**src/rtl/flux_sched_pkg.sv**
```systemverilog
// Shared types and constants for the FLUX round-robin scheduler.
// Optional grant statistics are enabled by defining FLUX_SCHED_STATS_EN.
package flux_sched_pkg;

  typedef enum logic {
    IDLE,
    BURST
  } state_t;

  localparam int CNT_W  = 8;
  localparam int STAT_W = 16;

  function automatic int tag_width(input int flux);
    return (flux > 1) ? $clog2(flux) : 1;
  endfunction

endpackage

```
**src/rtl/flux_rr_scheduler_rr_pick.sv**
```systemverilog
// Circular first-one search over req, starting at index start.
// Combinational; hit is low when no request bit is set.
module rr_pick
  import flux_sched_pkg::*;
#(
  parameter int FLUX      = 2,
  parameter int TAG_WIDTH = tag_width(FLUX)
) (
  input  logic [FLUX-1:0]      req,
  input  logic [TAG_WIDTH-1:0] start,
  output logic                 hit,
  output logic [TAG_WIDTH-1:0] idx
);

  int p;

  // Walk from farthest to nearest so the nearest hit is written last.
  always_comb begin
    hit = 1'b0;
    idx = '0;
    p   = 0;
    for (int k = FLUX - 1; k >= 0; k--) begin
      p = int'(start) + k;
      if (p >= FLUX) p = p - FLUX;
      if (req[p]) begin
        hit = 1'b1;
        idx = TAG_WIDTH'(p);
      end
    end
  end

endmodule

```
**src/rtl/flux_rr_scheduler.sv**
```systemverilog
// Round-robin, burst-bounded scheduler sharing one datapath among FLUX fluxes.
// Define FLUX_SCHED_STATS_EN to build the per-flux saturating grant counters.
module flux_rr_scheduler
  import flux_sched_pkg::*;
#(
  parameter int FLUX      = 2,
  parameter int BURST_LEN = 4,
  parameter int TAG_WIDTH = tag_width(FLUX)
) (
  input  logic                   clk,
  input  logic                   reset,
  input  logic                   en,
  input  logic [FLUX-1:0]        in_empty,
  input  logic [FLUX-1:0]        out_full,
  output logic [FLUX-1:0]        rd,
  output logic                   wr,
  output logic [TAG_WIDTH-1:0]   tag,
  output logic [FLUX*STAT_W-1:0] grant_count,
  input  logic                   stats_clr
);

  localparam logic [TAG_WIDTH-1:0] LAST = TAG_WIDTH'(FLUX - 1);
  localparam logic [CNT_W-1:0]     BMAX = CNT_W'(BURST_LEN);

  state_t               state, nstate;
  logic [TAG_WIDTH-1:0] ptr, nptr;
  logic [TAG_WIDTH-1:0] cur, ncur;
  logic [CNT_W-1:0]     cnt, ncnt;

  logic [FLUX-1:0]      elig;
  logic [TAG_WIDTH-1:0] ptr_eff;
  logic [TAG_WIDTH-1:0] pick_start;
  logic [TAG_WIDTH-1:0] pidx;
  logic [TAG_WIDTH-1:0] gidx;
  logic                 hit;
  logic                 grant;

  assign elig       = ~in_empty & ~out_full;
  assign ptr_eff    = (cur == LAST) ? '0 : cur + 1'b1;
  assign pick_start = (state == BURST) ? ptr_eff : ptr;

  rr_pick #(
    .FLUX      (FLUX),
    .TAG_WIDTH (TAG_WIDTH)
  ) u_pick (
    .req   (elig),
    .start (pick_start),
    .hit   (hit),
    .idx   (pidx)
  );

  always_ff @(posedge clk or posedge reset) begin
    if (reset) begin
      state <= IDLE;
      ptr   <= '0;
      cur   <= '0;
      cnt   <= '0;
    end else begin
      state <= nstate;
      ptr   <= nptr;
      cur   <= ncur;
      cnt   <= ncnt;
    end
  end

  always_comb begin
    grant  = 1'b0;
    gidx   = '0;
    nstate = state;
    nptr   = ptr;
    ncur   = cur;
    ncnt   = cnt;
    if (en) begin
      unique case (state)
        IDLE: begin
          if (hit) begin
            grant = 1'b1;
            gidx  = pidx;
            ncur  = pidx;
            ncnt  = CNT_W'(1);
            if (BURST_LEN == 1) begin
              nptr = (pidx == LAST) ? '0 : pidx + 1'b1;
            end else begin
              nstate = BURST;
            end
          end
        end
        BURST: begin
          if (elig[cur] && cnt < BMAX) begin
            grant = 1'b1;
            gidx  = cur;
            ncnt  = cnt + 1'b1;
          end else begin
            // Release and re-arbitrate in the same cycle: no bubble.
            nptr = ptr_eff;
            if (hit) begin
              grant = 1'b1;
              gidx  = pidx;
              ncur  = pidx;
              ncnt  = CNT_W'(1);
            end else begin
              nstate = IDLE;
            end
          end
        end
        default: ;
      endcase
    end
  end

  always_comb begin
    rd  = '0;
    tag = '0;
    if (grant && !reset) begin
      rd  = FLUX'(1) << gidx;
      tag = gidx;
    end
  end

  assign wr = |rd;

`ifdef FLUX_SCHED_STATS_EN
  for (genvar i = 0; i < FLUX; i++) begin : g_stat
    logic [STAT_W-1:0] c;
    always_ff @(posedge clk or posedge reset) begin
      if (reset) begin
        c <= '0;
      end else if (stats_clr) begin
        c <= '0;
      end else if (rd[i] && c != '1) begin
        c <= c + 1'b1;
      end
    end
    assign grant_count[STAT_W*i +: STAT_W] = c;
  end
`else
  logic stats_unused;
  assign stats_unused = stats_clr;
  assign grant_count  = '0;
`endif

endmodule

```
**config.mk**
```make
export PLATFORM = sky130hd
export DESIGN_NAME = flux_rr_scheduler
export DESIGN_NICKNAME = d
export VERILOG_FILES = /design/src/rtl/flux_sched_pkg.sv /design/src/rtl/flux_rr_scheduler_rr_pick.sv /design/src/rtl/flux_rr_scheduler.sv
export SDC_FILE = /design/constraint.sdc
export NUM_CORES = 1
export LEC_CHECK = 0
export CORE_MARGIN = 5
export CORE_UTILIZATION = 41
export DETAILED_ROUTE_END_ITERATION = 10
export MAX_ROUTING_LAYER = met4
export PLACE_DENSITY = 0.84
export SETUP_SLACK_MARGIN = 0.4
export SLEW_MARGIN = 20
export SYNTH_ARGS = -nofsm -noshare
export SYNTH_HDL_FRONTEND = slang
export SYNTH_SLANG_ARGS = --single-unit
```
**constraint.sdc**
```tcl
create_clock -name clk -period 3.9 [get_ports clk]
set_input_delay 0.585 -clock clk [delete_from_list [all_inputs] [get_ports clk]]
set_output_delay 0.585 -clock clk [all_outputs]
set_load 0.01 [all_outputs]
```
==> flow_metrics.env, run 1 <==
export IMPL_drt_iter0_drc=7
export IMPL_worstMarginPinSlew_ps=466.4
export IMPL_cts_sinks=11
export IMPL_status="finished, final reports clean"
export IMPL_yosysUniqueCellTypes=24
export IMPL_place_congestion=0.8450
export IMPL_peakVddDrop_mv=0.1519
export IMPL_first_pass_iters=4
export IMPL_path_class="input pin to output port"
export IMPL_die_y_um=54.30
export IMPL_clk_pin_slew_ps=70
export IMPL_min_path_cells=1
export IMPL_drc_errors=0
export IMPL_grt_pass1_wl_mm=2.049
export IMPL_period_minus_slack_ps=3373
export IMPL_finalClockSkew_ps=2.436
export IMPL_relSlewSlack=0.6810
export IMPL_top_layer="met4"
export IMPL_crit_family="buffers and inverters"
export IMPL_design_die_area_mm2=0.002948
export IMPL_htreeDepth=1
export IMPL_endpoint_kind="output port"
export IMPL_synth_async_reset_ratio=1.000
export IMPL_setup_tns_ps=0
export IMPL_crit_chain="clkdlybuf4s50_1 -> or3b_1 -> a2111oi_4 -> and2_1 -> o21a_1 -> clkdlybuf4s50_1"
export IMPL_clockRootBuffer="clkbuf_4"
export IMPL_yosys_warnings=0
export IMPL_drt_wirelength_per_cell_um=10.73
export IMPL_utilization=0.4388
export IMPL_grt_overflow=0
export IMPL_coreArea_mm2=0.001922
export IMPL_cts_tree="done"
export IMPL_fill_cells=196
export IMPL_fin_crit_sh=0.8648
export IMPL_wl_met3_um=178
export IMPL_holdBufCountCts=0
export IMPL_synth_seq_cells=11
export IMPL_antennaDiodeCount=0
export IMPL_min_path_type="register to register"
export IMPL_crit_buf_inv=2
export IMPL_slowest_delay_ps=540
export IMPL_grt_total_usage=0.1019
export IMPL_synthFlopType="dfrtp_1"
export IMPL_slowest_stage="clkdlybuf4s50_1"
export IMPL_grt_start_max_net_pins=12
export IMPL_via_count=508
export IMPL_critPathLaunchType="input pin"
export IMPL_fmax_ghz=0.2965
export IMPL_max_cap_violations=0
export IMPL_area_delta_synth_final_pct=4.821
export IMPL_die_w_um=54.30
export IMPL_required_ps=3310
export IMPL_rsz0062_at_grt="no"
export IMPL_path_max_fanout=3
export IMPL_ant_nets=0
export IMPL_finalHoldViolations=0
export IMPL_seq_area_frac_synth=0.3421
export IMPL_yosys_top_cells_area="dfrtp_1, buf_4, and2_1"
export IMPL_dpl_hpwl_mm=1.098
export IMPL_layout_setup_ws_ps=527.5
export IMPL_final_nets=107
export IMPL_stdcell_count=124
export IMPL_routed_wl_mm=1.330
export IMPL_finalSetupViolations=0
export IMPL_numCtsBuffers=3
export IMPL_antenna_found_initial=0
export IMPL_initial_core_util=0.4186
export IMPL_dp_cells=119
export IMPL_finalMaxSlewViolations=0
export IMPL_rr_worst_depth=4
export IMPL_syn_area_um2=804.5
export IMPL_clock_path_buffers=2
export IMPL_synth_edf_count=0
export IMPL_portBuffers=10
export IMPL_crit_top_cell="clkdlybuf4s50_1"
export IMPL_clk_latency_ps=260
export IMPL_p_leak_nw=0.4266
export IMPL_met2_length_um=532
export IMPL_syn_avg_cell_area_um2=9.578
export IMPL_dp_slack_ps=471.6
export IMPL_crit_arrival_ps=2790
export IMPL_drive_gt1_frac=0.1134
export IMPL_yosys_area_top_type_share=0.3421
export IMPL_yosysTopAreaCell="dfrtp_1"
export IMPL_pin_count=44
export IMPL_postSynthCellCount=84
export IMPL_worst_path_stages=6
export IMPL_grt_pass1_vias=452
export IMPL_wl_met1_um=593
export IMPL_vias_per_cell=4.097
export IMPL_holdWs_ps=481.4
export IMPL_num_rows=16
export IMPL_cellPowerDensity_mw_per_mm2=326.6
==> layout by cell type, fill, tap and decap left out, types with 2 or more instances in the layout <==
cell type / netlist / layout
clkbuf_4: 0 / 3
o31ai_1: 2 / 2
and2_1: 6 / 6
a21oi_1: 4 / 4
nand2_1: 4 / 4
conb_1: 1 / 32
clkdlybuf4s50_1: 0 / 9
dfrtp_1: 11 / 11
inv_1: 3 / 3
a21o_2: 2 / 2
o21ai_0: 2 / 2
nor2_1: 3 / 3
==> cell usage after synthesis, drive strengths merged, types with 2 or more instances <==
cell type,number
buf,33
dfrtp,11
and2,6
a21oi,4
nand2,4
inv,3
nor2,3
a2111oi,2
a211oi,2
a21o,2
o21ai,2
o31ai,2
==> per-stage QoR <==
step	area [µm²]	total power (W)
global placement	807.0	0.0001978
detailed placement	807.0	0.0002016
finish	843.3	0.0002754
CTS	833.3	0.0002792
global route	843.3	0.0002937
floorplan	920.9	0.0002058
==> area by class of cell <==
cell class	count	area (µm²)	share of cell area
multi-input combinational	68	386.6	0.4585
sequential	11	275.3	0.3264
timing repair buffer	11	110.1	0.1306
tap	27	33.78	0.04006
clock buffer	4	26.28	0.03116
inverter	3	11.26	0.01335
==> registers in the layout (all words and copies together) (netlist names) <==
register	flops
ptr	1
cnt	8
state	1
cur	1
==> what timing repair did <==
item	in CTS	in global routing
setup buffers	0	1
endpoints found under the setup margin	0	3
gates resized for setup	0	1
==> cells by family after synthesis <==
| family | count (synthesis) | share of synthesized area |
|---|---|---|
| other cells | 1 | 0.004661 |
| flops | 11 | 0.3421 |
| fa+ha+maj | 1 | 0.01555 |
| buf+inv | 36 | 0.3219 |
| simple gates | 19 | 0.1415 |
| compound gates | 16 | 0.1742 |
==> power by group <==
part           leakage (nW)  switching (W)  internal [W]  total [W]
registers             0.144      0.0000102      0.000126   0.000136
clock network        0.0150      0.0000359     0.0000396  0.0000754
logic                 0.268      0.0000385     0.0000256  0.0000641
==> per-layer routing <==
metal	up-vias	GRT usage
li1	247	-
met5	-	-
met4	0	0.06224
met3	4	0.03270
met1	223	0.1424
met2	34	0.1235
==> worst paths after layout <==
| check | startpoint | end | slack (ps) |
|---|---|---|---|
| max in group asynchronous | reset | cnt[0] | 2940 |
| setup reg to reg | cnt[2] | cur | 2160 |
| hold reg to reg | cnt[6] | cnt[6] | 480 |
| hold / removal | cnt[6] | cnt[6] | 480 |
| min in group asynchronous | reset | cnt[6] | 670 |
| setup / recovery | in_empty[1] | rd[1] | 530 |
Power figures use the tool's default switching activity.
==> inputs of run 2 (changes only) <==
--- a/config.mk
+++ b/config.mk
@@ -6,7 +6,7 @@
 export NUM_CORES = 1
 export LEC_CHECK = 0
 export CORE_MARGIN = 5
-export CORE_UTILIZATION = 41
+export CORE_UTILIZATION = 42
 export DETAILED_ROUTE_END_ITERATION = 10
 export MAX_ROUTING_LAYER = met4
 export PLACE_DENSITY = 0.84
@@ -14,4 +14,5 @@
 export SLEW_MARGIN = 20
 export SYNTH_ARGS = -nofsm -noshare
 export SYNTH_HDL_FRONTEND = slang
+export SYNTH_HIERARCHICAL = 1
 export SYNTH_SLANG_ARGS = --single-unit
==> run 2 against run 1 <==
Cell area up 3.9%. Critical endpoint is now tag. Area after synthesis up 5.8%. Maximum frequency increased by 10%. Count of clock-buffer cells in the layout is the same. Wire length increased by 8.2%. Clock power grew 2%. Non-clock buffer count is 1 lower.
==> flow_metrics.env, run 2 <==
export IMPL_peakVddDrop_mv=0.2100
export IMPL_portBuffers=10
export IMPL_final_cell_mix="conb_1, dfrtp_1, clkdlybuf4s50_1"
export IMPL_crit_chain="clkdlybuf4s50_1 -> nor3_1 -> o2111a_4 -> nand2_1 -> a21oi_1 -> clkdlybuf4s50_1"
export IMPL_largest_reg_flops=8
export IMPL_p_leak_nw=0.4509
export IMPL_r2r_start="cnt[2]"
export IMPL_drt_iter0_drc=7
export IMPL_drt_wirelength_per_cell_um=11.07
export IMPL_yosys_top_cells_area="dfrtp_1, buf_4, and2_1"
export IMPL_rsz0062_at_grt="no"
export IMPL_first_pass_iters=4
export IMPL_drc_errors=0
export IMPL_endpoint_kind="output port"
export IMPL_post_cts_buffers=0
export IMPL_clockRootBuffer="clkbuf_4"
export IMPL_yosys_area_top_type_share=0.3235
export IMPL_postSynthCellCount=92
export IMPL_fin_crit_sh=0.7851
export IMPL_design_die_area_mm2=0.003026
export IMPL_crit_buf_inv=2
export IMPL_synth_most_common_cell="buf_4"
export IMPL_critPathLaunchType="input pin"
export IMPL_status="finished, final reports clean"
export IMPL_setup_tns_ps=0
export IMPL_path_class="input pin to output port"
export IMPL_area_delta_synth_final_pct=2.941
export IMPL_hold_path_startpoint="cnt[7]"
export IMPL_grt_pass1_wl_mm=2.035
export IMPL_layout_commonest_cell="conb_1"
export IMPL_rr_endpoint="cur"
export IMPL_largest_register="cnt"
export IMPL_grt_start_max_net_pins=13
export IMPL_clk_pin_slew_ps=70
export IMPL_clock_path_buffers=2
export IMPL_synth_async_reset_ratio=1.000
export IMPL_initial_core_util=0.4381
export IMPL_die_w_um=55.01
export IMPL_slowest_stage="clkdlybuf4s50_1"
export IMPL_layout_setup_ws_ps=838.2
export IMPL_required_ps=3310
export IMPL_cts_resized=0
export IMPL_crit_top_cell="clkdlybuf4s50_1"
export IMPL_clk_latency_ps=270
export IMPL_finalClockSkew_ps=1.108
export IMPL_cts_sinks=11
export IMPL_grt_total_usage=0.1007
export IMPL_vias_per_cell=4.208
export IMPL_yosys_warnings=6
export IMPL_period_minus_slack_ps=3062
export IMPL_pin_count=44
export IMPL_max_cap_violations=0
export IMPL_seq_area_frac_synth=0.3235
export IMPL_place_congestion=0.7821
export IMPL_htreeDepth=1
export IMPL_holdPathEnd="cnt[7]"
export IMPL_routed_wl_mm=1.439
export IMPL_syn_avg_cell_area_um2=9.248
export IMPL_drive_gt1_frac=0.07767
export IMPL_min_path_type="register to register"
export IMPL_grt_pass1_vias=487
export IMPL_crit_arrival_ps=2480
export IMPL_holdBufCountCts=0
export IMPL_numCtsBuffers=3
export IMPL_finalMaxSlewViolations=0
export IMPL_finalHoldViolations=0
export IMPL_rr_worst_depth=4
export IMPL_ant_nets=0
export IMPL_antenna_found_initial=0
export IMPL_min_path_cells=1
export IMPL_fmax_ghz=0.3266
export IMPL_cts_tree="done"
export IMPL_cellPowerDensity_mw_per_mm2=359.9
export IMPL_crit_family="buffers and inverters"
export IMPL_via_count=547
export IMPL_final_nets=113
export IMPL_synth_edf_count=0
export IMPL_grt_overflow=0
export IMPL_dpl_hpwl_mm=1.167
export IMPL_slowest_delay_ps=560
export IMPL_die_y_um=55.01
export IMPL_finalSetupViolations=0
export IMPL_coreArea_mm2=0.001942
export IMPL_synth_seq_cells=11
export IMPL_synth_common_cells="buf_4, dfrtp_1, and2_1, inv_1, nor2_1"
export IMPL_synthFlopType="dfrtp_1"
export IMPL_syn_area_um2=850.8
export IMPL_num_rows=16
export IMPL_yosysTopAreaCell="dfrtp_1"
export IMPL_path_max_fanout=9
export IMPL_r2r_slack_ps=2350
export IMPL_antennaDiodeCount=0
export IMPL_dp_slack_ps=820.6
export IMPL_yosysUniqueCellTypes=29
[run 2: worst max path at each step]
stage                startpoint  endpoint  slack, ps  cells after the start
floorplan           in_empty[0]     rd[1]       1650                      5
global placement    in_empty[0]       tag        840                      6
detailed placement  in_empty[0]     rd[1]        820                      6
CTS                 in_empty[0]     rd[1]        820                      6
global route        in_empty[0]     rd[1]        670                      6
finish              out_full[0]       tag        840                      6
[run 2: per-stage QoR]
stage               instances  hold WS [ps]  area [µm²]  power [W]    util
finish                    130         495.1       875.8  0.0003152  0.4510
global route              130         510.1       875.8  0.0003411  0.4510
CTS                       130         489.7       875.8  0.0003186  0.4510
detailed placement        126         471.9       849.6  0.0002400  0.4375
global placement          126         470.3       849.6  0.0002342  0.4375
floorplan                 123         445.6       967.2  0.0002400       -
[run 2: cell type report]
class | count | area [µm²]
clock buffer | 4 | 26.28
fill | 195 | 1066
inverter | 5 | 18.77
multi-input combinational | 73 | 421.7
sequential | 11 | 275.3
tap | 27 | 33.78
timing repair buffer | 10 | 100.1
[run 2: logic make-up (layout without fill, tap and decap cells)]
group	count (synthesis)	count (layout)	share of synthesized area
buf+inv	39	19	0.3176
simple gates	26	26	0.1927
compound gates	11	11	0.1059
flops	11	11	0.3235
mux	3	3	0.04117
fa+ha+maj	1	1	0.01470
other cells	1	32	0.004408
[run 2: power breakdown]
| part | switching (W) | internal (W) | total (W) |
|---|---|---|---|
| combinational | 0.0000515 | 0.0000420 | 0.0000935 |
| clock | 0.0000371 | 0.0000396 | 0.0000767 |
| sequential | 0.0000140 | 0.000131 | 0.000145 |
| total | 0.000103 | 0.000213 | 0.000315 |
[run 2: worst reg2reg max path, cell delays in order, from the launching register on]
cell and delay (ps):
dfrtp_1 410, nor4_4 360, o2111a_4 330, nor2_2 60
mux2_4 280
[run 2: routing by layer]
layer,share of wire,wire (µm),up-vias,track usage
met3,0.12,171,2,0.04826
li1,-,-,260,-
met4,0.0076,11,0,0.02429
met5,0,0,-,-
met1,0.35,498,259,0.1133
met2,0.53,758,26,0.1614
==> inputs of run 3 (changes only) <==
--- a/config.mk
+++ b/config.mk
@@ -6,10 +6,10 @@
 export NUM_CORES = 1
 export LEC_CHECK = 0
 export CORE_MARGIN = 5
-export CORE_UTILIZATION = 42
+export CORE_UTILIZATION = 39
 export DETAILED_ROUTE_END_ITERATION = 10
 export MAX_ROUTING_LAYER = met4
-export PLACE_DENSITY = 0.84
+export PLACE_DENSITY = 0.79
 export SETUP_SLACK_MARGIN = 0.4
 export SLEW_MARGIN = 20
 export SYNTH_ARGS = -nofsm -noshare
==> constraint.sdc (replaced) <==
create_clock -name clk -period 2.9 [get_ports clk]
set_input_delay 0.435 -clock clk [delete_from_list [all_inputs] [get_ports clk]]
set_output_delay 0.435 -clock clk [all_outputs]
set_load 0.01 [all_outputs]
==> run 3 against run 2 <==
Utilization down 1.7 points. Hold slack got worse by 21 ps. Critical path depth increased by 1.
==> flow_metrics.env, run 3 (synthesis results as in run 2) <==
export IMPL_status="finished, final reports clean"
export IMPL_clk_latency_ps=270
export IMPL_rr_worst_depth=5
export IMPL_crit_arrival_ps=1940
export IMPL_via_count=585
export IMPL_path_max_fanout=2
export IMPL_path_class="input pin to output port"
export IMPL_crit_family="buffers and inverters"
export IMPL_peakVddDrop_mv=0.3531
export IMPL_min_path_type="input pin to async pin"
export IMPL_area_delta_synth_final_pct=9.559
export IMPL_routed_wl_mm=1.518
export IMPL_critPathLaunchType="input pin"
export IMPL_layout_setup_ws_ps=520.7
export IMPL_antennaDiodeCount=0
export IMPL_rr_endpoint="cur"
export IMPL_coreArea_mm2=0.002148
export IMPL_fin_crit_sh=0.8204
export IMPL_stdcell_count=137
export IMPL_design_die_area_mm2=0.003215
export IMPL_grt_pass1_vias=534
export IMPL_grt_pass1_wl_mm=2.332
export IMPL_drt_wirelength_per_cell_um=11.08
export IMPL_clockRootBuffer="clkbuf_4"
export IMPL_place_congestion=0.8438
export IMPL_cellPowerDensity_mw_per_mm2=468.6
export IMPL_setup_tns_ps=0
export IMPL_worst_path_stages=7
export IMPL_max_cap_violations=0
export IMPL_dpl_hpwl_mm=1.170
export IMPL_seqCellArea_um2=275.3
export IMPL_cts_sinks=11
export IMPL_cts_tree="done"
export IMPL_finalMaxSlewViolations=0
export IMPL_grt_start_max_net_pins=12
export IMPL_finalHoldViolations=0
export IMPL_crit_chain="clkdlybuf4s50_1 -> nor3b_4 -> buf_4 -> o2111ai_2 -> nand3_1 -> a21oi_2 -> dlygate4sd2_1"
export IMPL_finalClockSkew_ps=1.782
export IMPL_slowest_delay_ps=520
export IMPL_multi_input_area_um2=436.7
export IMPL_dp_cells=129
export IMPL_largest_register="cnt"
export IMPL_num_rows=17
export IMPL_antenna_found_initial=0
export IMPL_drt_iter0_drc=4
export IMPL_dp_slack_ps=97.25
export IMPL_drc_errors=0
export IMPL_rsz0062_at_grt="no"
export IMPL_r2r_start="cnt[2]"
export IMPL_p_leak_nw=0.5009
export IMPL_finalSetupViolations=0
export IMPL_die_w_um=56.71
export IMPL_final_cell_mix="conb_1, dfrtp_1, clkdlybuf4s50_1, buf_4"
export IMPL_portBuffers=10
export IMPL_slowest_stage="clkdlybuf4s50_1"
export IMPL_die_y_um=56.71
export IMPL_grt_total_usage=0.09401
export IMPL_first_pass_iters=4
export IMPL_numCtsBuffers=3
export IMPL_vias_per_cell=4.270
export IMPL_holdBufCountCts=0
export IMPL_drive_gt1_frac=0.1560
export IMPL_crit_buf_inv=3
export IMPL_clk_pin_slew_ps=70
export IMPL_utilization=0.4339
export IMPL_fmax_ghz=0.4203
export IMPL_layout_commonest_cell="conb_1"
export IMPL_largest_reg_flops=8
export IMPL_initial_core_util=0.3960
export IMPL_required_ps=2470
export IMPL_htreeDepth=1
export IMPL_fill_cells=222
export IMPL_final_nets=119
export IMPL_ant_nets=0
export IMPL_clock_path_buffers=2
export IMPL_period_minus_slack_ps=2379
export IMPL_r2r_slack_ps=1200
export IMPL_endpoint_kind="output port"
export IMPL_pin_count=44
export IMPL_grt_overflow=0
run 3: cell count changes in the layout (fill, tap and decap cells not counted), sizes merged:
| cell | previous run | this run |
|---|---|---|
| dlygate4sd2 | 0 | 4 |
| buf | 0 | 6 |
| clkdlybuf4s50 | 10 | 6 |
run 3: final cells by class:
| cell class | instances | area share |
|---|---|---|
| Clock buffer | 4 | 0.02819 |
| Inverter | 5 | 0.02013 |
| Multi-Input combinational cell | 73 | 0.4685 |
| Sequential cell | 11 | 0.2953 |
| Tap cell | 28 | 0.03758 |
| Timing Repair Buffer | 16 | 0.1503 |
run 3: report_power, final:
group	leakage [nW]	total, W	internal, W	switching (W)
logic	0.345	0.000135	0.0000628	0.0000726
registers	0.141	0.000197	0.000176	0.0000208
clock network	0.0150	0.000104	0.0000533	0.0000511
run 3: metal layers:
layer  vias to the layer above  GRT usage  part of all wire
met2                        26     0.1617              0.51
met1                       285     0.1060              0.38
li1                        274          -                 -
met3                         0    0.04368              0.11
met4                         0          0                 0
met5                         -          -                 0
run 3: worst max path at each step:
stage                     start  endpoint  slack [ps]
floorplan           in_empty[0]     rd[1]         950
global placement    in_empty[0]       tag         140
detailed placement  in_empty[0]     rd[1]         100
CTS                 out_full[1]     rd[1]         470
global route        out_full[1]     rd[1]         440
finish              out_full[1]     rd[1]         520
run 3: worst min-delay path, stage by stage:
cell	delay [ps]
clkdlybuf4s50_1	400
inv_1	70
buf_4	190
run 3: through the flow:
step           area (µm²)  power (W)  hold WS, ps
6_report            932.1  0.0004368        473.7
2_1_floorplan       967.2  0.0003227        295.6
4_1_cts             922.1  0.0004366        481.0
3_5_place_dp        865.8  0.0003253        478.6
3_3_place_gp        865.8  0.0003174        470.3
5_1_grt             932.1  0.0004680        501.8
run 3: what timing repair did:
| item | CTS | global route |
|---|---|---|
| setup buffers | 4 | 0 |
| gates cloned | 0 | 0 |
| gates resized for setup | 5 | 2 |
| endpoints found under the setup margin | 4 | 2 |
| pin swaps | 3 | 0 |
